**config.mk**
```make
export PLATFORM = sky130hd
export DESIGN_NAME = data_mem_ctrl
export DESIGN_NICKNAME = d
export VERILOG_FILES = /design/src/rtl/dmem_pkg.sv /design/src/rtl/dmem_array.sv /design/src/rtl/data_mem_ctrl.sv
export SDC_FILE = /design/constraint.sdc
export NUM_CORES = 2
export LEC_CHECK = 0
export CAP_MARGIN = 10
export CORE_UTILIZATION = 30
export CTS_CLUSTER_SIZE = 30
export DETAILED_ROUTE_END_ITERATION = 10
export HOLD_SLACK_MARGIN = 0.03
export PLACE_DENSITY_LB_ADDON = 0.3
export SLEW_MARGIN = 20
export SYNTH_ARGS = -nofsm -noshare
export SYNTH_HDL_FRONTEND = slang
export SYNTH_HIERARCHICAL = 1
export SYNTH_SLANG_ARGS = --single-unit
export TNS_END_PERCENT = 10
```
**constraint.sdc**
```tcl
create_clock -name CLK -period 11.72 [get_ports CLK]
set_input_delay 2.344 -clock CLK [delete_from_list [all_inputs] [get_ports CLK]]
set_output_delay 2.344 -clock CLK [all_outputs]
set_load 0.005 [all_outputs]
```
**src/rtl/dmem_pkg.sv**
```systemverilog
// Shared types and defaults for the data memory controller.
// Latency: n/a (types and constants only).
// Backpressure: n/a.
package dmem_pkg;

  typedef enum logic [1:0] {
    CLEAR = 2'd0,
    IDLE  = 2'd1,
    BUSY  = 2'd2
  } dmem_state_t;

  localparam int DMEM_DW      = 8;
  localparam int DMEM_AW      = 8;
  localparam int DMEM_LATENCY = 1;

  // Counter/pointer width: ceil(log2(n)), but never narrower than one bit.
  function automatic int dmem_clog2(input int n);
    return (n <= 2) ? 1 : $clog2(n);
  endfunction

endpackage

```
**src/rtl/dmem_array.sv**
```systemverilog
// Single-port DW x DEPTH storage: synchronous write, asynchronous read.
// Latency: write lands on the clock edge, read data follows addr combinationally.
// Backpressure: none; the controller decides when we is allowed.
module dmem_array
  import dmem_pkg::*;
#(
  parameter int DW    = DMEM_DW,
  parameter int DEPTH = 2 ** DMEM_AW,
  parameter int IW    = dmem_clog2(DEPTH)
) (
  input  logic          clk,
  input  logic          we,
  input  logic [IW-1:0] addr,
  input  logic [DW-1:0] wdata,
  output logic [DW-1:0] rdata
);

  logic [DW-1:0] mem [DEPTH];

  // Storage write port; contents are not reset, the controller zero-fills them.
  always_ff @(posedge clk) begin
    if (we) mem[addr] <= wdata;
  end

  assign rdata = mem[addr];

endmodule

```
**src/rtl/data_mem_ctrl.sv**
```systemverilog
// Handshaked data memory controller: zero-fill after reset, programmable access latency.
// Latency: accept at edge k, access at edge k+LATENCY, Done high the following cycle.
// Backpressure: Ready=0 during zero-fill and while an access is in flight; Req is then ignored.
module data_mem_ctrl
  import dmem_pkg::*;
#(
  parameter int DW      = DMEM_DW,
  parameter int AW      = DMEM_AW,
  parameter int DEPTH   = 2 ** AW,
  parameter int LATENCY = DMEM_LATENCY
) (
  input  logic          CLK,
  input  logic          Reset,
  input  logic          Req,
  input  logic          WriteEn,
  input  logic [AW-1:0] Addr,
  input  logic [DW-1:0] DataIn,
  output logic          Ready,
  output logic          Done,
  output logic [DW-1:0] DataOut,
  output logic          AddrErr
);

  localparam int IW = dmem_clog2(DEPTH);
  localparam int CW = dmem_clog2(LATENCY);

  dmem_state_t state, state_nxt;

  logic [IW-1:0] clr_ptr;
  logic [CW-1:0] cnt;
  logic [AW-1:0] req_addr;
  logic          req_we;
  logic [DW-1:0] req_data;

  logic          req_oob;
  logic          last_clr;
  logic          cnt_zero;

  logic          arr_we;
  logic [IW-1:0] arr_addr;
  logic [DW-1:0] arr_wdata;
  logic [DW-1:0] arr_rdata;

  // A full-size array has no illegal addresses, so the range check folds away.
  generate
    if (DEPTH == 2 ** AW) begin : g_full
      assign req_oob = 1'b0;
    end else begin : g_partial
      assign req_oob = (req_addr >= AW'(DEPTH));
    end
  endgenerate

  assign last_clr = (clr_ptr == IW'(DEPTH - 1));
  assign cnt_zero = (cnt == '0);

  // State register; reset always restarts the zero-fill.
  always_ff @(posedge CLK) begin
    if (Reset) state <= CLEAR;
    else       state <= state_nxt;
  end

  // Next-state: CLEAR -> IDLE after the last entry, IDLE -> BUSY on Req, BUSY -> IDLE when cnt expires.
  always_comb begin
    state_nxt = state;
    case (state)
      CLEAR:   if (last_clr) state_nxt = IDLE;
      IDLE:    if (Req)      state_nxt = BUSY;
      BUSY:    if (cnt_zero) state_nxt = IDLE;
      default:               state_nxt = CLEAR;
    endcase
  end

  // Outputs and array port mux: zero-fill writes in CLEAR, latched request in BUSY.
  // Reset gates the write so an in-flight store is never committed on the reset edge.
  always_comb begin
    Ready     = 1'b0;
    arr_we    = 1'b0;
    arr_addr  = req_addr[IW-1:0];
    arr_wdata = req_data;
    case (state)
      CLEAR: begin
        arr_we    = ~Reset;
        arr_addr  = clr_ptr;
        arr_wdata = '0;
      end
      IDLE: begin
        Ready = 1'b1;
      end
      BUSY: begin
        arr_we = ~Reset & cnt_zero & req_we & ~req_oob;
      end
      default: begin
        Ready = 1'b0;
      end
    endcase
  end

  // Datapath: fill pointer, request latch, latency counter, completion pulses and read register.
  always_ff @(posedge CLK) begin
    if (Reset) begin
      clr_ptr  <= '0;
      cnt      <= '0;
      req_addr <= '0;
      req_we   <= 1'b0;
      req_data <= '0;
      Done     <= 1'b0;
      AddrErr  <= 1'b0;
      DataOut  <= '0;
    end else begin
      Done    <= 1'b0;
      AddrErr <= 1'b0;
      case (state)
        CLEAR: begin
          clr_ptr <= last_clr ? '0 : clr_ptr + 1'b1;
        end
        IDLE: begin
          if (Req) begin
            req_addr <= Addr;
            req_we   <= WriteEn;
            req_data <= DataIn;
            cnt      <= CW'(LATENCY - 1);
          end
        end
        BUSY: begin
          if (!cnt_zero) begin
            cnt <= cnt - 1'b1;
          end else begin
            Done    <= 1'b1;
            AddrErr <= req_oob;
            if (!req_we) DataOut <= req_oob ? '0 : arr_rdata;
          end
        end
        default: begin
          clr_ptr <= '0;
        end
      endcase
    end
  end

  dmem_array #(
    .DW    (DW),
    .DEPTH (DEPTH),
    .IW    (IW)
  ) u_array (
    .clk   (CLK),
    .we    (arr_we),
    .addr  (arr_addr),
    .wdata (arr_wdata),
    .rdata (arr_rdata)
  );

endmodule

```
==> run metrics <==
CTS H-tree lvls 4; vias in the first global route 38.8k; Worst setup SP type register; # DRC 0; CTS sink count 2084; critical path class register to register; reg2reg path depth 13; CTS hold repair buffers 0; Final Non-Filler Cells 7563; Syn-to-layout area delta 14.9%; Max Buffers Root-to-Sink 3; cts bufs inserted 209; RSZ-0062 raised after global routing no; I/O pin count 31; worst hold endpoint req_data[7]; clock-pin slew on the worst setup and hold paths 70 ps; Netlist Area Pre-Place 79900 um2; Post-CTS Setup Inserts 0; Crit path buffers/inverters 4; outcome completed; crit-path cells inv_1 > ha_1 > buf_4 > mux2_8 > buf_4 > buf_4 > mux4_2 > a22oi_1 > a21oi_1 > o41ai_1 > nand4_1 > mux2i_1 > nor2_1; endpoint class of the critical path register; synthesized area per cell 21.5 um2; placed wire-length estimate 115 mm; Pwr Density 166 nW/um2; number of synthesized register bits 2084; CP top delay family buffers and inverters; WP data required 12440 ps; Synth Instances 3725; Max-Cap Viols 0; FF-to-FF Start state[0]; drt via density 5.03; most frequent cells in the layout edfxtp_1, mux4_2, a22oi_1; layout filler cell count 24.5k; Final Slew Violations 0; clock period minus worst slack 6040 ps; Die Span Y 518 um; Die W 518 um; Met1 Wirelength 87.5 mm; Overall Global Routing Usage 0.150; Lkg Pwr 30.7 nW; Least-Margin Pin Slew 1180 ps; Core ar. 265000 um2; largest net degree at the start of global routing 200; WHS Path Cells 2; Crit Reg-Reg Endpoint DataOut[3]; GRT overflow 0; hold path start req_data[7]; placed cells 7164; Post-layout nets 3870; worst-path maximum fanout 58; Top FF cell, synth edfxtp_1; Syn Nets 3750; first-pass GRT wire length 291 mm; most common cell after layout, fill and taps aside edfxtp_1; final instance area 91800 um2; Starting Density 0.302; Seq/Total Area, Yosys 0.778; Clock Latency Late Sink 840 ps; Max Clock Freq 165 MHz; Root Driver clkbuf_16; row count 189; WL final 204 mm; post-CTS resize count 0; 1st-iter DRT viols 3895; placed inst area 84800 um2; Final setup viols 0; asr flop ratio synth 0; top routing layer used met5; Port Buffers 29; final-report hold violation count 0; crit share post-route 0.516; Worst EP arrival 6760 ps; Placer Congestion 0.773; initial antenna violation count 8; Antenna Nets Post-Route 0; Worst path slowest cell o41ai_1; Die ar. 269000 um2; DRT Pass-1 Iters 7; Hold Slack 457 ps; DR vias 38.1k; Final Power 15.2 mW; number of flops mapped to enable cells by yosys 2048; FF+latch area 62200 um2; clock skew 37.1 ps; VDD IR max 0.130 mV; met3 wire len 13.7 mm; Hold Path Class register to register; setup TNS 0 ps; CP max stage delay 980 ps; footprint of the multi-input gates 16900 um2; max-slew headroom at the worst pin 0.205; layout cell share with drive strength beyond 1 0.247; cell mode on critical path buf_4; CTS tree built; WL met2 97.9 mm; R2R setup slack 5680 ps; post-DR wirelength/cell 27.0 um; Netlist cell types 38; yosys warns 6
## Yosys cell counts (2+ instances only)
library cell / n / share of area
dfxtp_1: 36 / 0.0090
nand3_1: 14 / 0.00088
buf_2: 40 / 0.0025
mux4_2: 512 / 0.14
inv_1: 4 / 0.00019
o21ai_0: 2 / 0.00013
ha_1: 5 / 0.00078
nand2_1: 71 / 0.0033
clkbuf_1: 150 / 0.0070
o41ai_1: 32 / 0.0035
mux2i_1: 9 / 0.0011
nand2b_1: 6 / 0.00047
nor3_1: 30 / 0.0019
edfxtp_1: 2048 / 0.77
buf_4: 17 / 0.0016
buf_6: 16 / 0.0023
or2_2: 2 / 0.00016
xnor2_1: 2 / 0.00022
nor2b_1: 19 / 0.0015
and2_1: 4 / 0.00031
mux2_2: 8 / 0.0011
buf_1: 19 / 0.00089
xor2_1: 3 / 0.00033
or3_1: 2 / 0.00016
nor2_1: 251 / 0.012
nand4_1: 9 / 0.00070
a22oi_1: 256 / 0.024
a21oi_1: 148 / 0.0093
## layer usage
layer  vias to the layer above  global-route usage
met4                         2              0.0401
met2                      1212               0.238
met5                         -                   0
li1                      15942                   -
met1                     20665               0.207
met3                       246              0.0325
## worst max-delay path by stage
| stage | start | to | depth (start not counted) |
|---|---|---|---|
| final | state[0] | DataOut[3] | 13 |
| after global routing | state[0] | DataOut[3] | 13 |
| after CTS | state[0] | DataOut[5] | 13 |
| after detailed placement | state[0] | DataOut[3] | 13 |
| after global placement | state[0] | DataOut[6] | 13 |
| after floorplan | state[0] | u_array/mem[0][0] | 4 |
## power by group
part / switching, mW / internal [mW]
registers: 0.00230 / 8.06
logic: 0.283 / 0.172
clock network: 2.86 / 3.87
total: 3.14 / 12.1
## flip-flops by register name, summed over array words and instances (netlist names)
name / flops
u_array/mem: 2048
DataOut: 8
clr_ptr: 8
req_addr: 8
req_data: 8
state: 2
Done: 1
req_we: 1
## area by class of cell
| cell class | count | area share |
|---|---|---|
| repair buffers | 151 | 0.0149 |
| multi-input cells | 1395 | 0.184 |
| clock inverters | 133 | 0.0150 |
| clock buffers | 262 | 0.0607 |
| inverters | 4 | 0.000164 |
| flip-flops and latches | 2084 | 0.678 |
| well taps | 3533 | 0.0481 |
| diodes | 1 | 0.0000273 |
## per-stage QoR
step	setup WS (ps)	utilization
after detailed placement	5560	0.320
after global placement	4840	0.319
after floorplan	3200	-
final	5680	0.346
after CTS	5550	0.346
after global routing	5260	0.346
## worst reg2reg max path: cells and delay by family (launching register included)
family                   cells  cell delay [ps]
AO/OA/AOI/OAI                3             1440
buffers and inverters        4             1910
AND/OR/NAND/NOR              2              330
adder cells (fa/ha/maj)      1              200
multiplexers                 3             1660
flip-flops                   1              380
## cell families (layout without fill, tap and decap cells)
kind of cell | count (synthesis) | after routing | synth area share
flip-flops | 2084 | 2084 | 0.778
XOR/XNOR | 5 | 5 | 0.000548
multiplexers | 529 | 529 | 0.147
other | 1 | 2 | 0.0000469
adder cells (fa/ha/maj) | 5 | 5 | 0.000783
AND/OR/NAND/NOR | 413 | 413 | 0.0219
buffers and inverters | 246 | 550 | 0.0145
AO/OA/AOI/OAI | 442 | 442 | 0.0374
Power figures use the tool's default switching activity.
